--- src/rtl/csr_write_unit.sv ---
// Machine-mode CSR access unit: three-phase read/modify/write of the M-mode CSR file,
// with trap entry and mret handled alongside any in-flight CSR instruction.
module csr_write_unit #(
  parameter logic [31:0] HART_ID     = 32'h0000_0000,
  parameter logic [31:0] MTVEC_RESET = 32'h0000_0000
) (
  input  logic        clk,
  input  logic        rst_n,
  input  logic        req_valid,
  output logic        req_ready,
  input  logic [11:0] csr_addr,
  input  logic [1:0]  csr_op,
  input  logic [31:0] wdata,
  input  logic        write_en,
  output logic        done,
  output logic [31:0] rdata,
  output logic        illegal,
  input  logic        trap_valid,
  input  logic [31:0] trap_pc,
  input  logic [31:0] trap_cause,
  input  logic [31:0] trap_tval,
  input  logic        mret_valid,
  output logic [31:0] trap_vector,
  output logic [31:0] mret_pc,
  output logic        mstatus_mie
);

  typedef enum logic [1:0] {
    S_IDLE  = 2'd0,
    S_READ  = 2'd1,
    S_WRITE = 2'd2
  } state_e;

  state_e      state_q;
  logic [11:0] addr_q;
  logic [1:0]  op_q;
  logic [31:0] wdata_q;
  logic        wen_q;
  logic [31:0] old_q;
  logic        done_q;
  logic [31:0] rdata_q;
  logic        illegal_q;
  logic        mie_bit_q;
  logic        mpie_bit_q;
  logic [31:0] mie_q;
  logic [31:0] mtvec_q;
  logic [31:0] mscratch_q;
  logic [31:0] mepc_q;
  logic [31:0] mcause_q;
  logic [31:0] mtval_q;

  logic [31:0] rd_val_s;
  logic        rd_known_s;
  logic        rd_only_s;
  logic        illegal_s;
  logic [31:0] new_d;
  logic        commit_s;

  // Read mux over the latched address; also classifies the address.
  always_comb begin
    rd_val_s   = 32'h0000_0000;
    rd_known_s = 1'b1;
    rd_only_s  = 1'b0;
    case (addr_q)
      12'hF11, 12'hF12, 12'hF13: rd_only_s = 1'b1;
      12'hF14: begin
        rd_only_s = 1'b1;
        rd_val_s  = HART_ID;
      end
      12'h300: rd_val_s = {19'd0, 2'b11, 3'd0, mpie_bit_q, 3'd0, mie_bit_q, 3'd0};
      12'h301: rd_val_s = 32'h4000_0100;
      12'h304: rd_val_s = mie_q;
      12'h305: rd_val_s = mtvec_q;
      12'h306: rd_val_s = 32'h0000_0000;
      12'h340: rd_val_s = mscratch_q;
      12'h341: rd_val_s = mepc_q;
      12'h342: rd_val_s = mcause_q;
      12'h343: rd_val_s = mtval_q;
      12'h344: rd_val_s = 32'h0000_0000;
      default: rd_known_s = 1'b0;
    endcase
  end

  // Read-modify-write value and the commit qualifier for the WRITE phase.
  always_comb begin
    case (op_q)
      2'b01:   new_d = wdata_q;
      2'b10:   new_d = old_q | wdata_q;
      2'b11:   new_d = old_q & ~wdata_q;
      default: new_d = old_q;
    endcase
    illegal_s = !rd_known_s || (op_q == 2'b00) || (wen_q && rd_only_s);
    commit_s  = (state_q == S_WRITE) && !illegal_s && wen_q && !trap_valid;
  end

  // Request FSM, CSR state, trap entry and mret; trap outranks everything.
  always_ff @(posedge clk) begin
    if (!rst_n) begin
      state_q    <= S_IDLE;
      addr_q     <= 12'h000;
      op_q       <= 2'b00;
      wdata_q    <= 32'h0000_0000;
      wen_q      <= 1'b0;
      old_q      <= 32'h0000_0000;
      done_q     <= 1'b0;
      rdata_q    <= 32'h0000_0000;
      illegal_q  <= 1'b0;
      mie_bit_q  <= 1'b0;
      mpie_bit_q <= 1'b0;
      mie_q      <= 32'h0000_0000;
      mtvec_q    <= MTVEC_RESET;
      mscratch_q <= 32'h0000_0000;
      mepc_q     <= 32'h0000_0000;
      mcause_q   <= 32'h0000_0000;
      mtval_q    <= 32'h0000_0000;
    end else begin
      done_q    <= 1'b0;
      illegal_q <= 1'b0;
      if (trap_valid) begin
        state_q    <= S_IDLE;
        mepc_q     <= trap_pc & ~32'h0000_0003;
        mcause_q   <= trap_cause;
        mtval_q    <= trap_tval;
        mpie_bit_q <= mie_bit_q;
        mie_bit_q  <= 1'b0;
      end else begin
        // A same-cycle CSR write to mstatus overrides the mret update.
        if (mret_valid && !(commit_s && (addr_q == 12'h300))) begin
          mie_bit_q  <= mpie_bit_q;
          mpie_bit_q <= 1'b1;
        end
        case (state_q)
          S_IDLE: begin
            if (req_valid) begin
              addr_q  <= csr_addr;
              op_q    <= csr_op;
              wdata_q <= wdata;
              wen_q   <= write_en;
              state_q <= S_READ;
            end
          end
          S_READ: begin
            old_q   <= rd_val_s;
            state_q <= S_WRITE;
          end
          S_WRITE: begin
            done_q    <= 1'b1;
            illegal_q <= illegal_s;
            rdata_q   <= illegal_s ? 32'h0000_0000 : old_q;
            state_q   <= S_IDLE;
            if (commit_s) begin
              case (addr_q)
                12'h300: begin
                  mie_bit_q  <= new_d[3];
                  mpie_bit_q <= new_d[7];
                end
                12'h304: mie_q      <= new_d & 32'h0000_0888;
                12'h305: mtvec_q    <= new_d & ~32'h0000_0003;
                12'h340: mscratch_q <= new_d;
                12'h341: mepc_q     <= new_d & ~32'h0000_0003;
                12'h342: mcause_q   <= new_d;
                12'h343: mtval_q    <= new_d;
                default: ;
              endcase
            end
          end
          default: state_q <= S_IDLE;
        endcase
      end
    end
  end

  assign req_ready   = (state_q == S_IDLE);
  assign done        = done_q;
  assign rdata       = rdata_q;
  assign illegal     = illegal_q;
  assign trap_vector = mtvec_q;
  assign mret_pc     = mepc_q;
  assign mstatus_mie = mie_bit_q;

endmodule
--- config.mk ---
export PLATFORM = sky130hd
export DESIGN_NAME = csr_write_unit
export DESIGN_NICKNAME = d
export VERILOG_FILES = /design/src/rtl/csr_write_unit.sv
export SDC_FILE = /design/constraint.sdc
export NUM_CORES = 1
export LEC_CHECK = 0
export CAP_MARGIN = 20
export CELL_PAD_IN_SITES_DETAIL_PLACEMENT = 1
export CELL_PAD_IN_SITES_GLOBAL_PLACEMENT = 1
export CORE_MARGIN = 1.5
export CORE_UTILIZATION = 38
export CTS_CLUSTER_DIAMETER = 80
export DETAILED_ROUTE_END_ITERATION = 8
export PLACE_DENSITY_LB_ADDON = 0.1
export SLEW_MARGIN = 20
export SYNTH_ARGS = -nofsm -noshare
export SYNTH_HDL_FRONTEND = slang
export SYNTH_SLANG_ARGS = --single-unit
--- constraint.sdc ---
create_clock -name clk -period 2.5 [get_ports clk]
set_clock_uncertainty 0.05 [all_clocks]
set_input_delay 0.5 -clock clk [delete_from_list [all_inputs] [get_ports clk]]
set_output_delay 0.5 -clock clk [all_outputs]
set_load 0.005 [all_outputs]
==> flow_metrics.env <==
export IMPL_rows=66
export IMPL_drv_cap=0
export IMPL_synthFlopType="dfxtp_1"
export IMPL_slew_headroom=0.4879
export IMPL_peakVddDrop_mv=0.5222
export IMPL_slowest_delay_ns=0.52
export IMPL_grt_ovfl_total=0
export IMPL_die_w_um=184.9
export IMPL_synth_edf_count=0
export IMPL_design_core_area_um2=32540
export IMPL_die_h_um=184.9
export IMPL_netlist_area_um2=12570
export IMPL_gp_congestion=0.8432
export IMPL_antenna_found_initial=0
export IMPL_rsz0062_at_grt="false"
export IMPL_antenna_left=0
export IMPL_dp_hpwl_mm=33.23
export IMPL_cts_resized=0
export IMPL_wl_per_cell_um=22.70
export IMPL_drt_iter0_markers=951
export IMPL_areaGrowthSynthToFinish_pct=32.60
export IMPL_wl_mm=49.30
export IMPL_hold_path_class="input port to flop"
export IMPL_avgSynthCellArea_um2=8.316
export IMPL_p_leak_nw=5.577
export IMPL_die_area_um2=34190
export IMPL_port_buffers=241
export IMPL_required_ns=2.93
export IMPL_critPathMaxFanout=22
export IMPL_period_share=0.9248
export IMPL_outcome="finished, final reports clean"
export IMPL_endpoint_kind="flop"
export IMPL_synth_warnings=0
export IMPL_clk_latency_ns=0.55
export IMPL_arrival_ns=2.74
export IMPL_drt_pass1_iter_count=5
export IMPL_antenna_cells=0
export IMPL_setup_tns_ns=0
export IMPL_drt_vias_per_instance=5.808
export IMPL_clock_sinks=276
export IMPL_dpl_cell_area_um2=15600
export IMPL_finalCriticalPeriod_ns=2.312
export IMPL_clock_path_buffers=3
export IMPL_p_per_area_nw_per_um2=625.8
export IMPL_async_flop_share=0
export IMPL_cts_buffers_inserted=31
export IMPL_setup_viol=0
export IMPL_holdBufCountCts=0
export IMPL_cts_setup_buffers=0
export IMPL_drc_errors=0
export IMPL_vias=12610
export IMPL_nets=1858
export IMPL_finalInstanceArea_um2=16670
export IMPL_root_buffer="clkbuf_16"
export IMPL_synth_seq_area_share=0.4394
export IMPL_worst_slew_pin_slew_ns=0.7681
export IMPL_setup_ws_ns=0.1881
export IMPL_n_fill_cell=3845
export IMPL_clk_pin_slew_ns=0.06
export IMPL_multi_input_area_um2=6356
export IMPL_netlist_instances=1512
export IMPL_final_cell_mix="dfxtp_1 (274), clkdlybuf4s50_1 (239), a21oi_1 (217)"
export IMPL_start_util=0.3864
export IMPL_final_common_cell="dfxtp_1"
export IMPL_htreeDepth=1
export IMPL_ys_types=65
export IMPL_drive_gt1_frac=0.1087
export IMPL_critical_path_cell_chain="or3_1 -> nor4_2 -> a31o_2 -> buf_4 -> o21ai_1 -> a21oi_1"
export IMPL_cpMaxStageDelayCell="or3_1"
export IMPL_path_class="flop to flop"
export IMPL_startpoint_type="flop"
export IMPL_maxSlewViolCount=0
export IMPL_grt_pass1_wl_mm=74.26
export IMPL_pin_count=248
export IMPL_cts_tree="done"
export IMPL_grt_pass1_vias=12520
export IMPL_post_place_ws_ns=0.08919
export IMPL_max_clock_freq_mhz=432.5
export IMPL_ys_ff_latch=276
export IMPL_grt_total_usage=0.2823
export IMPL_grt_max_degree=139
export IMPL_finalHoldViolCount=0
export IMPL_regArea_um2=5528
-- path summary, 6_finish.rpt --
kind,start,end,slack [ns],cells past startpoint
min,rst_n,op_q[0],0.30,2
max,addr_q[4],mcause_q[24],0.19,6
max reg2reg,addr_q[4],mcause_q[24],0.19,6
min reg2reg,rdata[29],rdata[29],0.41,2
-- critical path, delay by kind of cell, from the launching register on --
kind,cells,cell delay [ns]
and+or+nand+nor,2,0.96
AOI/OAI and AO/OA,3,0.55
DFF,1,0.34
buffers and inverters,1,0.31
-- flip-flops by register name (all words and copies together) (netlist names), 2 cells and up --
name and cells:
op_q 2, mie_q 3, addr_q 12, mret_pc 30
old_q 32, mcause_q 32, wdata_q 32, trap_vector 30
mtval_q 32, rdata 32, state_q 2, mscratch_q 32
-- synth_stat cells, drive strengths merged (17+ instances only) --
cell      n  area [um^2]
buf      57        357.9
xnor2    31        271.5
a21boi   48        364.1
a22oi    45        337.8
a21oi   217         1086
nand3    79        395.4
a31oi    25        156.4
nand3b   30        225.2
a211oi   27        202.7
clkbuf   99        372.9
nor2     17        71.32
dfxtp   276         5525
o21ai   216         1194
nand2   168        630.6
a22o     22        192.7
nand4    35        219.0
-- cell families after synthesis --
logic type,after synthesis,share of synthesized area
buffers and inverters,164,0.06050
muxes,16,0.01333
xor gates and xnor gates,32,0.02229
AOI/OAI and AO/OA,636,0.3052
and+or+nand+nor,387,0.1589
DFF,276,0.4394
other,1,0.0002983
-- per-stage QoR --
step / utilization / total power, mW / hold slack, ns / instances
final: 0.5124 / 10.43 / 0.2968 / 2172
after global routing: 0.5124 / 10.76 / 0.2950 / 2172
after CTS: 0.5107 / 10.49 / 0.2732 / 2166
after detailed placement: 0.4794 / 5.903 / 0.3956 / 2113
after global placement: 0.4794 / 5.879 / 0.3907 / 2113
after floorplan: - / 5.300 / 0.3835 / 1515
-- cell type report --
cell class	count	share of cell area
multi-input cells	1075	0.3812
clock buffers	47	0.05614
inverters	8	0.001801
flip-flops and latches	276	0.3316
well taps	442	0.03317
clock inverters	6	0.004803
repair buffers	318	0.1913
-- where the power goes --
| part | internal (mW) | switching (mW) |
|---|---|---|
| logic | 0.531 | 0.617 |
| registers | 4.55 | 0.134 |
| clock network | 2.75 | 1.85 |
-- metal layers --
layer	share of wire	GRT usage	routed length, um
met4	0.023	0.07122	1127
met5	0	0	0
met1	0.46	0.3967	22850
met3	0.068	0.04974	3333
met2	0.45	0.4460	21990
No activity file was read; power rests on OpenSTA's default activity.
